`src/rtl/kgp_fetch_pkg.sv`:
```
// Shared types and constants for the instruction fetch sequencer.
// Holds the sequencer state encoding, word size and default reset vector.
package kgp_fetch_pkg;

   typedef enum logic [1:0] {
      ST_REQ     = 2'd0,
      ST_ISSUE   = 2'd1,
      ST_RESOLVE = 2'd2,
      ST_HALT    = 2'd3
   } fetch_state_t;

   localparam logic [31:0] WORD_BYTES        = 32'd4;
   localparam logic [31:0] DEFAULT_RESET_VEC = 32'h0000_0000;

   // Branch targets are word aligned, so the low offset bits never reach the PC.
   function automatic logic [31:0] next_pc(input logic [31:0] cur_pc,
                                           input logic        taken,
                                           input logic [31:0] offset);
      logic [31:0] delta;
      if (taken) begin
         delta = {offset[31:2], 2'b00};
      end else begin
         delta = 32'd0;
      end
      next_pc = cur_pc + WORD_BYTES + delta;
   endfunction

endpackage

```
`src/rtl/fetch_perf_cnt.sv`:
```
// Issued-instruction and taken-branch event counters for the fetch sequencer.
// Only instantiated when FETCH_PERF_CNT_EN is defined.
module fetch_perf_cnt (
   input  logic        clk,
   input  logic        rst,
   input  logic        issue_fire,
   input  logic        taken_fire,
   output logic [31:0] instr_cnt,
   output logic [31:0] taken_cnt
);

   // Free-running event counters, wrapping modulo 2^32.
   always_ff @(posedge clk or posedge rst) begin
      if (rst) begin
         instr_cnt <= 32'd0;
         taken_cnt <= 32'd0;
      end else begin
         if (issue_fire) begin
            instr_cnt <= instr_cnt + 32'd1;
         end else begin
            instr_cnt <= instr_cnt;
         end
         if (taken_fire) begin
            taken_cnt <= taken_cnt + 32'd1;
         end else begin
            taken_cnt <= taken_cnt;
         end
      end
   end

endmodule

```
`src/rtl/fetch_sequencer.sv`:
```
// Single-issue instruction fetch sequencer: request, issue, resolve, halt.
// Optional performance counters are built when FETCH_PERF_CNT_EN is defined.
module fetch_sequencer
   import kgp_fetch_pkg::*;
#(
   parameter logic [31:0] RESET_VEC = DEFAULT_RESET_VEC
) (
   input  logic        clk,
   input  logic        rst,
   output logic        imem_req,
   output logic [31:0] imem_addr,
   input  logic        imem_ack,
   input  logic [31:0] imem_rdata,
   output logic [31:0] instr,
   output logic        instr_valid,
   input  logic        instr_ready,
   output logic [31:0] pc,
   input  logic        ex_done,
   input  logic        branch,
   input  logic [31:0] offset,
   input  logic        halt,
   output logic        halted
`ifdef FETCH_PERF_CNT_EN
   ,
   output logic [31:0] instr_cnt,
   output logic [31:0] taken_cnt
`endif
);

   fetch_state_t state_r;
   logic [31:0]  pc_r;
   logic [31:0]  instr_r;

   // Sequencer FSM; handshakes arriving in any other state are ignored.
   always_ff @(posedge clk or posedge rst) begin
      if (rst) begin
         state_r <= ST_REQ;
         pc_r    <= RESET_VEC;
         instr_r <= 32'd0;
      end else begin
         case (state_r)
            ST_REQ: begin
               if (imem_ack) begin
                  instr_r <= imem_rdata;
                  state_r <= ST_ISSUE;
               end else begin
                  state_r <= ST_REQ;
               end
            end
            ST_ISSUE: begin
               if (instr_ready) begin
                  state_r <= ST_RESOLVE;
               end else begin
                  state_r <= ST_ISSUE;
               end
            end
            ST_RESOLVE: begin
               if (ex_done) begin
                  pc_r    <= next_pc(pc_r, branch, offset);
                  state_r <= halt ? ST_HALT : ST_REQ;
               end else begin
                  state_r <= ST_RESOLVE;
               end
            end
            ST_HALT: begin
               state_r <= ST_HALT;
            end
            default: begin
               state_r <= ST_REQ;
            end
         endcase
      end
   end

   // Moore outputs decode the state register directly, so reset clears them at once.
   assign imem_req    = (state_r == ST_REQ);
   assign instr_valid = (state_r == ST_ISSUE);
   assign halted      = (state_r == ST_HALT);
   assign imem_addr   = pc_r;
   assign pc          = pc_r;
   assign instr       = instr_r;

`ifdef FETCH_PERF_CNT_EN
   logic issue_fire;
   logic taken_fire;

   assign issue_fire = (state_r == ST_ISSUE) && instr_ready;
   assign taken_fire = (state_r == ST_RESOLVE) && ex_done && branch;

   fetch_perf_cnt u_perf_cnt (
      .clk        (clk),
      .rst        (rst),
      .issue_fire (issue_fire),
      .taken_fire (taken_fire),
      .instr_cnt  (instr_cnt),
      .taken_cnt  (taken_cnt)
   );
`endif

endmodule

```
`config.mk`:
```
export PLATFORM = sky130hd
export DESIGN_NAME = fetch_sequencer
export DESIGN_NICKNAME = d
export VERILOG_FILES = /design/src/rtl/kgp_fetch_pkg.sv /design/src/rtl/fetch_perf_cnt.sv /design/src/rtl/fetch_sequencer.sv
export SDC_FILE = /design/constraint.sdc
export NUM_CORES = 1
export LEC_CHECK = 0
export ABC_AREA = 1
export CORE_AREA = 4 4 140 88
export CTS_BUF_LIST = sky130_fd_sc_hd__clkbuf_8
export DETAILED_ROUTE_END_ITERATION = 12
export DIE_AREA = 0 0 144 92
export DONT_BUFFER_PORTS = 1
export HOLD_SLACK_MARGIN = 0.12
export PLACE_DENSITY = 0.63
export SYNTH_ARGS = -nofsm -noshare
export SYNTH_HDL_FRONTEND = slang
export SYNTH_SLANG_ARGS = --single-unit
```
`constraint.sdc`:
```
create_clock -name clk -period 4.5 [get_ports clk]
set_input_delay 0.45 -clock clk [delete_from_list [all_inputs] [get_ports clk]]
set_output_delay 0.45 -clock clk [all_outputs]
set_load 0.05 [all_outputs]
```
## Word level (Yosys, flattened, before mapping)

Cells that the tools add are included.
Widths: inputs -> output; s select.

| cells by class | value |
|---|---|
| add/subtract/negate cells | 2 |
| reduce and logical (&&, ||, !) cells | 3 |
| equal/unequal tests | 3 |
| mux-type cells | 8 |

Operator list:

| kind | count |
|---|---|
| $mux 32 | 3 |
| $add 32x3->32 const B | 1 |
| $add 32x32->32 | 1 |
| $pmux 2 s4 | 1 |
| $mux 2 | 3 |
| $eq 2x2->1 const B | 2 |
| $reduce_and 2->1 | 2 |
| $eq 2x1->1 const B | 1 |
| $logic_not 2->1 | 1 |
| $mux 1 | 1 |

| storage, ports and cells | value |
|---|---|
| logic and storage cells | 19 |
| input bits | 71 |
| bits in registers | 66 |
| output and inout port bits | 99 |

## Longest topological paths before layout

| logic depth | value |
|---|---|
| depth in word-level cells | 4 |
| mapped depth | 17 |
| mapped depth without buffers | 15 |

## Worst setup path after synthesis

OpenSTA, ideal clock, no wires.

| path | value |
|---|---|
| path type | input-to-reg |
| start point | in branch |
| end point | reg pc_r[31] (netlist: imem_addr[31]) |
| setup slack | 2.020 ns |
| path buffers | 2 |
| stages | 15 |
| data required time | 4.382 ns |
| arrival time | 2.362 ns |
| cells stage by stage | clkbuf_1 buf_1 nand2_1 ha_1 inv_1 ha_1 fa_1 nand3_1 nand3_2 nand3_1 nand3b_1 nand2_1 nand3_1 nand3_1 nand2_1 |

| between the ends | value |
|---|---|
| longest elaborated chain between the ends | 4 |

RTL lines:

| what | RTL line | text |
|---|---|---|
| from (decl) | fetch_sequencer.sv:19 | `input logic branch,` |
| $mux 32 | kgp_fetch_pkg.sv:20 | `if (taken) begin` |
| $mux 32 | fetch_sequencer.sv:58 | `if (ex_done) begin` |
| $mux 32 | fetch_sequencer.sv:41 | `case (state_r)` |
| $add 32x32->32 | kgp_fetch_pkg.sv:25 | `next_pc = cur_pc + WORD_BYTES + delta;` |
| to (signal assigned) | fetch_sequencer.sv:59 | `pc_r <= next_pc(pc_r, branch, offset);` |
| to (decl) | fetch_sequencer.sv:31 | `logic [31:0] pc_r;` |

No other way between the ends. The select of a mux whose other input is x is not followed.
A chain may end at the register's enable or synchronous reset.

## Worst setup path in the final report

| path | value |
|---|---|
| start point | reg pc_r[24] (netlist: imem_addr[24]) |
| end point | reg pc_r[25] (netlist: imem_addr[25]) |

| between the ends | value |
|---|---|
| longest elaborated chain between the ends | 2 |

RTL lines:

| what | RTL line |
|---|---|
| $add 32x3->32 | kgp_fetch_pkg.sv:25 |
| $add 32x32->32 | kgp_fetch_pkg.sv:25 |

No other way between the ends.

==> flow_metrics.tcl <==
set metrics [dict create \
    r2r_setup_slack_ns 1.63 \
    ys_seq_elements 64 \
    synth_top_family_by_area "simple AND/OR/NAND/NOR gates" \
    routed-via-count 4345 \
    yosysSeqAreaShare_pct 29.6 \
    synth-simple-area-share_pct 27.7 \
    slew_violations 0 \
    synth.largest_area_cell "dfrtp_1" \
    cp_max_fo 5 \
    dr.pass1.iters 6 \
    final_common_cell "nand2_1" \
    drive_gt1_share_pct 12.3 \
    grt_util_met1_pct 32.9 \
    met2_usage_pct 28.6 \
    ys.warnings.count 0 \
    place_ws_ns 1.70 \
    coreArea_um2 11100 \
    cts_setup_buffers 0 \
    dp_hpwl_um 11000 \
    die_height_um 92 \
    start_util_pct 48.8 \
    port_buffers 0 \
    cts_sinks 64 \
    relSlewSlack_pct 33.8 \
    p_leak_nw 3.50 \
    worst_pin_slew_ns 0.989 \
    finClkSkew_ns 0.0138 \
    holdPathEnd "instr[20]" \
    final_cell_area_um2 5640 \
    gr-total-overflow 0 \
    synth_area_um2 5410 \
    ir_drop_mv 0.404 \
    cts_tree "built" \
    fin_ws_ns 1.63 \
    htreeDepth 3 \
    avgSynthCellArea_um2 7.18 \
    dieArea_um2 13200 \
    antenna_found_initial 0 \
    synth_compound_area_share_pct 4.70 \
    synthTopCellsByArea "dfrtp_1 (30%), nand2_1 (19%), ha_1 (13%), inv_1 (8.9%), mux2_2 (6.7%)" \
    cap_violations 0 \
    post-route-util_pct 50.9 \
    vias_per_cell 4.85 \
    status "completed" \
    ys_types 30 \
    tns_ns 0 \
    worstPathRequired_ns 4.76 \
    finalWirelength_um 13600 \
    hp-start "imem_rdata[20]" \
    async_flop_share_pct 100 \
    grt_pass1_wl_um 21700 \
    postSynthCellCount 753 \
    top_usage_layer "met1" \
    drc 0 \
    hold_viol_final 0 \
    yosysTopAreaCellShare_pct 29.6 \
    drt-initial-drc-count 276 \
    grt_usage_pct 20.8 \
    rr_worst_depth 11 \
    power_mw 3.72 \
    layout_common_cells "nand2_1 (279), inv_1 (127), dfrtp_1 (64)" \
    synthXorXnorAreaFrac_pct 2.43 \
    r2r-end "imem_addr[25]" \
    post_drt_wl_per_cell_um 15.2 \
    grt_pass1_vias 4187 \
    finalSetupViolations 0 \
    ys_dominant_reg_cell "dfrtp_1" \
    clk_latency_ns 0.36 \
    diodes 0 \
    critPathLaunchType "flop" \
    worstPathArrival_ns 3.13 \
    rr_startpoint "imem_addr[24]" \
    path_clk_slew_ns 0.09 \
    grt_setup_unrepaired "no" \
    hold_class "in2reg" \
    grt_max_degree 45 \
    min_path_cells 1 \
    routabilityCongestion 0.903 \
    max_freq_ghz 0.348 \
    fin_crit_ns 2.87 \
    syn_to_final_growth_pct 4.28 \
    timing.final.crit_share_pct 63.8 \
    ant_nets 0 \
    synth-adder-area-share_pct 13.6 \
    synthMuxAreaShare_pct 6.67 \
    numCtsBuffers 9 \
    powerDensity_nw_per_um2 660 \
    synth_edf_count 0 \
    use_met3_pct 5.00 \
    layout.nets 875 \
    root_buffer "clkbuf_8" \
    worstSetupPathType "reg2reg" \
    cts_buffer_depth 2 \
    rows 30 \
    pin_count 170 \
    cp-end-kind "flop" \
    placedInstanceArea_um2 5430 \
    die_w_um 144 \
]
## cell usage after synthesis, types with 2 or more instances
master and number:
mux2_2 32, nand3b_1 8, o21ai_0 4, o21ai_1 8, nand3_2 2, dfrtp_1 64
xnor2_1 13, buf_4 34, buf_2 3, nand2_1 279, o21ai_2 8, clkbuf_1 2
nor2_1 30, a21oi_1 20, ha_1 57, nor2_2 6, inv_2 2, nand3_1 34
buf_6 5, inv_1 128, nand4_1 4, xor2_1 2
## power by group
| group | internal (mW) | leakage, nW | total, mW | switching, mW |
|---|---|---|---|---|
| clock | 0.255 | 0.0916 | 0.511 | 0.256 |
| combinational | 0.544 | 2.58 | 1.91 | 1.37 |
| sequential | 0.735 | 0.826 | 1.30 | 0.564 |
## cells by family after synthesis
kind of cell / Yosys count
xor+xnor: 15
flops: 64
other cells: 1
fa+ha+maj: 58
simple gates: 365
mux: 32
compound gates: 43
buf+inv: 175
## critical path: stages (launching register included)
cell and delay, ns:
dfrtp_1 0.97, ha_1 0.38, ha_1 0.36, nand2_1 0.14
nor2_1 0.30, nand2_1 0.14, nor2_1 0.11, nand2_1 0.10
nand3_1 0.10, nand2_1 0.05, nand3_1 0.07, nand2_1 0.05
## how the worst max path moves through the flow
stage	from	end	slack, ns	cells after the start
6_report	imem_addr[24]	imem_addr[25]	1.63	11
3_3_place_gp	imem_addr[24]	imem_addr[25]	1.71	11
4_1_cts	imem_addr[21]	imem_addr[30]	1.68	12
3_5_place_dp	imem_addr[24]	imem_addr[25]	1.70	11
2_1_floorplan	branch	imem_addr[31]	2.02	15
5_1_grt	imem_addr[21]	imem_addr[30]	1.39	13
## area by class of cell
type                            count  area [um2]
Fill cell                        1105        5440
Multi-Input combinational cell    517        2990
Sequential cell                    64        1600
Inverter                          130         488
Timing Repair Buffer               24         183
Tap cell                          144         180
Clock buffer                        9         124
Clock inverter                      7        71.3
## registers in the layout, indices dropped and copies added (netlist names)
signal and flops:
state_r 2, imem_addr 30, instr 32
## per-layer routing
layer	share of wire [%]	routed length [um]	vias to the layer above
met5	0	0	-
met4	0.87	118	0
met3	6.6	899	13
met2	39	5360	137
met1	53	7250	1913
li1	-	-	2282
## repair_timing
item                       in CTS  in global routing
hold endpoints to repair       23                  0
hold buffers                    1                  0
resized for setup               0                  0
setup endpoints to repair       0                  0
## metrics by stage
stage / cells / hold WS, ns
after floorplan: 756 / 0.566
after global placement: 878 / 0.405
after global routing: 895 / 0.228
after detailed placement: 878 / 0.421
final: 895 / 0.237
after CTS: 895 / 0.232
Power figures use the tool's default switching activity.
